<file path="config.mk">
export PLATFORM = sky130hd
export DESIGN_NAME = multicycle_control
export DESIGN_NICKNAME = d
export VERILOG_FILES = /design/src/rtl/multicycle_control.sv
export SDC_FILE = /design/constraint.sdc
export NUM_CORES = 1
export LEC_CHECK = 0
export ABC_AREA = 1
export ABC_CLOCK_PERIOD_IN_PS = 2800
export CORE_ASPECT_RATIO = 1.1
export CORE_MARGIN = 8
export CORE_UTILIZATION = 45
export DETAILED_ROUTE_END_ITERATION = 12
export PLACE_DENSITY = 0.79
export SYNTH_ARGS = -nofsm -noshare
export SYNTH_HDL_FRONTEND = slang
export SYNTH_SLANG_ARGS = --single-unit
</file>
<file path="constraint.sdc">
create_clock -name Clk -period 2.8 [get_ports Clk]
set_input_delay 0.28 -clock Clk [delete_from_list [all_inputs] [get_ports Clk]]
set_output_delay 0.28 -clock Clk [all_outputs]
set_load 0.05 [all_outputs]
</file>
<file path="src/rtl/multicycle_control.sv">
// multicycle_control
//   Multicycle control unit for the CHARIS core. Each instruction walks
//   IFETCH -> DECODE -> EXEC -> [MEM] -> [WB] and the unit drives the
//   datapath selects and enables for the current step. Byte loads/stores,
//   a data-memory ready handshake with a bounded wait, and illegal-opcode
//   skipping are handled here.
//
// Ports
//   Clk            rising-edge clock
//   Reset          synchronous, active-low reset
//   Instr          IR contents (opcode in the top 6 bits, ALU func in the low FUNC_W bits)
//   Zero           ALU zero flag, used by beq/bne in EXEC
//   Mem_Ready      data memory access complete, only looked at in MEM
//   PC_Sel         0 = PC+4, 1 = branch target
//   PC_LdEn        PC load, exactly one pulse per instruction
//   IR_LdEn        IR load (IFETCH)
//   RF_WrEn        register file write (WB)
//   RF_WrData_sel  0 = memory data, 1 = ALU result
//   RF_B_sel       0 = rt, 1 = rd
//   ALU_Bin_sel    0 = RF B operand, 1 = immediate
//   ALU_func       ALU operation
//   Mem_RdEn       data memory read
//   Mem_WrEn       data memory write
//   Byte_Op        byte-sized access (lb/sb)
//   Illegal_Op     one-cycle pulse when DECODE sees an unknown opcode
//   Mem_Err        one-cycle pulse when MEM gives up waiting for Mem_Ready
module multicycle_control #(
  parameter int INSTR_W     = 32,
  parameter int FUNC_W      = 4,
  parameter int MEM_TIMEOUT = 15
) (
  input  logic               Clk,
  input  logic               Reset,
  input  logic [INSTR_W-1:0] Instr,
  input  logic               Zero,
  input  logic               Mem_Ready,
  output logic               PC_Sel,
  output logic               PC_LdEn,
  output logic               IR_LdEn,
  output logic               RF_WrEn,
  output logic               RF_WrData_sel,
  output logic               RF_B_sel,
  output logic               ALU_Bin_sel,
  output logic [FUNC_W-1:0]  ALU_func,
  output logic               Mem_RdEn,
  output logic               Mem_WrEn,
  output logic               Byte_Op,
  output logic               Illegal_Op,
  output logic               Mem_Err
);

  typedef enum logic [2:0] {S_IFETCH, S_DECODE, S_EXEC, S_MEM, S_WB} state_t;
  typedef enum logic [2:0] {K_ALU, K_IMM, K_LOAD, K_STORE, K_JMP, K_BEQ, K_BNE, K_ILL} kind_t;

  localparam logic [7:0] TIMEOUT_CNT = 8'(MEM_TIMEOUT);

  function automatic kind_t op_kind(input logic [5:0] op);
    case (op)
      6'b100000:                               op_kind = K_ALU;
      6'b111000, 6'b110000, 6'b110010, 6'b110011: op_kind = K_IMM;
      6'b001111, 6'b000011:                    op_kind = K_LOAD;
      6'b011111, 6'b000111:                    op_kind = K_STORE;
      6'b111111:                               op_kind = K_JMP;
      6'b000000:                               op_kind = K_BEQ;
      6'b000001:                               op_kind = K_BNE;
      default:                                 op_kind = K_ILL;
    endcase
  endfunction

  function automatic logic is_byte(input logic [5:0] op);
    is_byte = (op == 6'b000011) || (op == 6'b000111);
  endfunction

  function automatic logic [FUNC_W-1:0] alu_code(input logic [5:0] op,
                                                 input logic [FUNC_W-1:0] func);
    case (op)
      6'b100000:            alu_code = func;
      6'b110010:            alu_code = FUNC_W'(2);
      6'b110011:            alu_code = FUNC_W'(3);
      6'b000000, 6'b000001: alu_code = FUNC_W'(1);
      default:              alu_code = '0;
    endcase
  endfunction

  state_t             state;
  logic [5:0]         op_q;
  logic [FUNC_W-1:0]  func_q;
  logic [7:0]         wait_cnt;
  kind_t              kind_in;
  kind_t              kind_q;
  logic               mem_tmo;
  logic               unused_instr_bits;

  // DECODE has to classify the live IR because op_q only becomes valid after it.
  assign kind_in = op_kind(Instr[INSTR_W-1 -: 6]);
  assign kind_q  = op_kind(op_q);
  // Ready on the last allowed cycle still counts as success.
  assign mem_tmo = (state == S_MEM) && !Mem_Ready && (wait_cnt == TIMEOUT_CNT);
  assign unused_instr_bits = ^Instr[INSTR_W-7:FUNC_W];

  always_ff @(posedge Clk) begin
    if (!Reset) begin
      state    <= S_IFETCH;
      wait_cnt <= '0;
    end else begin
      case (state)
        S_IFETCH: state <= S_DECODE;
        S_DECODE: state <= (kind_in == K_ILL) ? S_IFETCH : S_EXEC;
        S_EXEC: begin
          case (kind_q)
            K_ALU, K_IMM: state <= S_WB;
            K_LOAD, K_STORE: begin
              state    <= S_MEM;
              wait_cnt <= '0;
            end
            default: state <= S_IFETCH;
          endcase
        end
        S_MEM: begin
          if (Mem_Ready)
            state <= (kind_q == K_LOAD) ? S_WB : S_IFETCH;
          else if (wait_cnt == TIMEOUT_CNT)
            state <= S_IFETCH;
          else
            wait_cnt <= wait_cnt + 8'd1;
        end
        default: state <= S_IFETCH;
      endcase
    end
  end

  always_ff @(posedge Clk) begin
    if (state == S_DECODE) begin
      op_q   <= Instr[INSTR_W-1 -: 6];
      func_q <= Instr[FUNC_W-1:0];
    end
  end

  always_comb begin
    PC_Sel        = 1'b0;
    PC_LdEn       = 1'b0;
    IR_LdEn       = 1'b0;
    RF_WrEn       = 1'b0;
    RF_WrData_sel = 1'b0;
    RF_B_sel      = 1'b0;
    ALU_Bin_sel   = 1'b0;
    ALU_func      = '0;
    Mem_RdEn      = 1'b0;
    Mem_WrEn      = 1'b0;
    Byte_Op       = 1'b0;
    Illegal_Op    = 1'b0;
    Mem_Err       = 1'b0;
    // Outputs are held low for the whole reset, even mid-instruction.
    if (Reset) begin
      case (state)
        S_IFETCH: IR_LdEn = 1'b1;
        S_DECODE: begin
          if (kind_in == K_ILL) begin
            Illegal_Op = 1'b1;
            PC_LdEn    = 1'b1;
          end
        end
        S_EXEC: begin
          ALU_func = alu_code(op_q, func_q);
          case (kind_q)
            K_IMM: ALU_Bin_sel = 1'b1;
            K_LOAD, K_STORE: begin
              ALU_Bin_sel = 1'b1;
              RF_B_sel    = 1'b1;
            end
            K_JMP: begin
              PC_Sel  = 1'b1;
              PC_LdEn = 1'b1;
            end
            K_BEQ: begin
              RF_B_sel = 1'b1;
              PC_LdEn  = 1'b1;
              PC_Sel   = Zero;
            end
            K_BNE: begin
              RF_B_sel = 1'b1;
              PC_LdEn  = 1'b1;
              PC_Sel   = !Zero;
            end
            default: ALU_Bin_sel = 1'b0;
          endcase
        end
        S_MEM: begin
          ALU_func = alu_code(op_q, func_q);
          Byte_Op  = is_byte(op_q);
          if (mem_tmo) begin
            Mem_Err = 1'b1;
            PC_LdEn = 1'b1;
          end else begin
            Mem_RdEn = (kind_q == K_LOAD);
            Mem_WrEn = (kind_q == K_STORE);
            // A store retires here; a load retires in WB.
            PC_LdEn  = Mem_Ready && (kind_q == K_STORE);
          end
        end
        S_WB: begin
          ALU_func      = alu_code(op_q, func_q);
          RF_WrEn       = 1'b1;
          PC_LdEn       = 1'b1;
          RF_WrData_sel = (kind_q != K_LOAD);
          Byte_Op       = is_byte(op_q) && (kind_q == K_LOAD);
        end
        default: IR_LdEn = 1'b0;
      endcase
    end
  end

endmodule

</file>
==> flow_metrics.env <==
export IMPL_place_congestion=0.837
export IMPL_clock_power_share=0.246
export IMPL_regToRegEndpoint="wait_cnt[1]"
export IMPL_yosys_warnings=0
export IMPL_timing_final_hold_violations=0
export IMPL_gr_usage_all_layers=0.143
export IMPL_rsz0062_at_grt="no"
export IMPL_synth_distinct_cells=28
export IMPL_postLayoutSetupSlackWorst_ns=0.173
export IMPL_reg2reg_from="wait_cnt[0]"
export IMPL_cts_root_buf="clkbuf_4"
export IMPL_htreeDepth=1
export IMPL_hold_path_cell_count=2
export IMPL_antenna_found_initial=0
export IMPL_core_area_um2=3050
export IMPL_first_pass_iters=4
export IMPL_syn_area_um2=1430
export IMPL_fin_area_um2=1830
export IMPL_crit_start="wait_cnt[0]"
export IMPL_critPathRequiredTime_ns=2.52
export IMPL_report_final_slew_viol_count=0
export IMPL_synth_nets=247
export IMPL_die_area_um2=5250
export IMPL_place_ws_ns=0.406
export IMPL_finalSetupViolations=0
export IMPL_layout_drive_gt1_share=0.152
export IMPL_placed_cell_area_um2=1790
export IMPL_insertion_delay_ns=0.32
export IMPL_clock_sinks=21
export IMPL_synth_compound_area_frac=0.0864
export IMPL_combPwrFrac=0.199
export IMPL_switching_share=0.299
export IMPL_p_leak_nw=0.789
export IMPL_fin_crit_ns=2.63
export IMPL_synth_top_family_by_area="simple AND/OR/NAND/NOR gates"
export IMPL_ir_worst_vdd_uv=273
export IMPL_start_util=0.470
export IMPL_p_int_mw=0.442
export IMPL_drt_iter0_drc=116
export IMPL_p_per_area_nw_per_um2=345
export IMPL_cts_path_max_buffers=2
export IMPL_critical_path_class="reg2out"
export IMPL_grt_pass1_vias=1386
export IMPL_ant_nets=0
export IMPL_cts_buffers=3
export IMPL_wl_mm=3.51
export IMPL_synthSimpleGateAreaFrac=0.461
export IMPL_tns_ns=0
export IMPL_cp_max_fo=5
export IMPL_nFillCells=283
export IMPL_via_count=1449
export IMPL_path_clk_slew_ns=0.12
export IMPL_synth_area_mux_share=0
export IMPL_row_count=21
export IMPL_worst_pin_slew_ns=0.535
export IMPL_ys_seq_area_frac=0.363
export IMPL_syn_inst=210
export IMPL_power_mw=0.630
export IMPL_grt_ovfl_total=0
export IMPL_multi_input_comb_area_um2=823
export IMPL_p_sw_mw=0.189
export IMPL_ios=52
export IMPL_avgRoutedWirePerCell_um=12.6
export IMPL_min_to="wait_cnt[7]"
export IMPL_synth_adder_area_share=0.00873
export IMPL_die_w_um=69.8
export IMPL_register_area_um2=520
export IMPL_postCtsHoldBufs=0
export IMPL_synth_xor_area_frac=0.0183
export IMPL_io_buffers=29
export IMPL_p_seq_frac=0.555
export IMPL_fin_skew_ns=0.00245
export IMPL_syn_avg_cell_area_um2=6.83
export IMPL_min_path_type="reg2reg"
export IMPL_maxCapViolations=0
export IMPL_syn2layout_area_growth_pct=27.4
export IMPL_status="complete, no violations"
export IMPL_grt_pass1_wl_mm=6.27
export IMPL_via_per_inst=5.21
export IMPL_slew_headroom=0.640
export IMPL_start_kind="flop"
export IMPL_cp_arrival_ns=2.35
export IMPL_grt_start_max_net_pins=18
export IMPL_nets=282
export IMPL_r2r_cells=10
export IMPL_fp_dieH_um=75.2
export IMPL_dpl_hpwl_mm=2.75
export IMPL_reg2reg_slack_ns=1.20
export IMPL_cp_end_kind="primary output"
export IMPL_drc=0
export IMPL_diodes=0
export IMPL_hp_start="wait_cnt[7]"
export IMPL_cts_tree="yes"
export IMPL_finalCritPeriodShare=0.938
export IMPL_ys_ff_latch=21
export IMPL_max_freq_ghz=0.381
power groups by stage:
stage | clock network, mW | logic (mW) | registers [mW]
5_1_grt | 0.168 | 0.140 | 0.352
2_1_floorplan | 0 | 0.0745 | 0.355
4_1_cts | 0.158 | 0.126 | 0.350
6_report | 0.155 | 0.125 | 0.350
3_5_place_dp | 0 | 0.125 | 0.357
3_3_place_gp | 0 | 0.124 | 0.356
cells in the final DEF, fill, tap and decap left out, types with 5 or more instances in the layout:
cell type / n
a21oi_1: 12
edfxtp_1: 10
o21ai_0: 5
nand2_2: 6
dfxtp_1: 11
nor2_4: 5
nand2_1: 60
nor2_1: 32
clkdlybuf4s50_1: 15
nand3_1: 19
inv_1: 18
buf_4: 9
worst max-delay path: stages, from the launching register on:
cell and delay (ns):
dfxtp_1 0.38, ha_1 0.27, nand3_2 0.11, nor2_2 0.06
nand3_1 0.10, nand4_1 0.13, nor2_1 0.16, clkdlybuf4s50_1 0.82
registers in the layout (all words and copies together) (netlist names):
register	flops
wait_cnt	8
op_q	6
func_q	4
state	3
repair_timing:
action | in CTS | in global routing
setup buffers | 0 | 0
endpoints found under the setup margin | 0 | 4
resized for setup | 0 | 4
cells by family after synthesis:
| kind of cell | after synthesis |
|---|---|
| AO/OA/AOI/OAI | 23 |
| adder cells (fa/ha/maj) | 1 |
| buffers and inverters | 24 |
| AND/OR/NAND/NOR | 138 |
| flip-flops | 21 |
| XOR/XNOR | 3 |
synth_stat cells:
| cell | number | share of area |
|---|---|---|
| nand3_4 | 1 | 0.012 |
| nor2_1 | 32 | 0.084 |
| nor3_2 | 1 | 0.0070 |
| edfxtp_1 | 10 | 0.21 |
| clkbuf_1 | 1 | 0.0026 |
| o21bai_1 | 1 | 0.0052 |
| nand3_2 | 2 | 0.014 |
| clkinv_1 | 1 | 0.0026 |
| o211ai_1 | 1 | 0.0052 |
| inv_2 | 4 | 0.010 |
| o21ai_1 | 1 | 0.0035 |
| nand2_4 | 1 | 0.0079 |
| xor2_1 | 2 | 0.012 |
| nand4_1 | 4 | 0.017 |
| nor2_2 | 2 | 0.0087 |
| dfxtp_1 | 11 | 0.15 |
| nand2_1 | 60 | 0.16 |
| xnor2_1 | 1 | 0.0061 |
| nor3b_1 | 2 | 0.010 |
| nor3_1 | 3 | 0.010 |
| a21oi_1 | 12 | 0.042 |
| inv_1 | 18 | 0.047 |
| nor2_4 | 5 | 0.039 |
| a31oi_1 | 3 | 0.013 |
| ha_1 | 1 | 0.0087 |
| o21ai_0 | 5 | 0.017 |
| nand3_1 | 19 | 0.066 |
| nand2_2 | 6 | 0.026 |
metal layers:
layer  wire length, µm  vias to the layer above  GRT usage  share of wire
met5                 0                        -          0              0
met2              1650                       41      0.236           0.47
met4                68                        0     0.0670          0.019
li1                  -                      753          -              -
met3               246                        7     0.0448          0.070
met1              1550                      648      0.166           0.44
worst max-delay path by stage:
stage / endpoint / slack, ns
global placement: ALU_func[0] / 0.42
floorplan: PC_LdEn / 0.31
finish: Mem_WrEn / 0.17
detailed placement: Mem_WrEn / 0.41
global route: Mem_RdEn / 0.04
CTS: Byte_Op / 0.10
stage by stage:
stage | util | std cells | hold WS, ns
3_5_place_dp | 0.587 | 274 | 0.500
6_report | 0.599 | 278 | 0.510
2_1_floorplan | - | 210 | 0.379
4_1_cts | 0.596 | 278 | 0.510
3_3_place_gp | 0.587 | 274 | 0.487
5_1_grt | 0.599 | 278 | 0.517
cell type report:
cell class | instances | share of cell area
Clock buffer | 4 | 0.0144
Inverter | 23 | 0.0473
Multi-Input combinational cell | 165 | 0.451
Sequential cell | 21 | 0.285
Tap cell | 34 | 0.0233
Timing Repair Buffer | 31 | 0.179
Power figures use the tool's default switching activity.
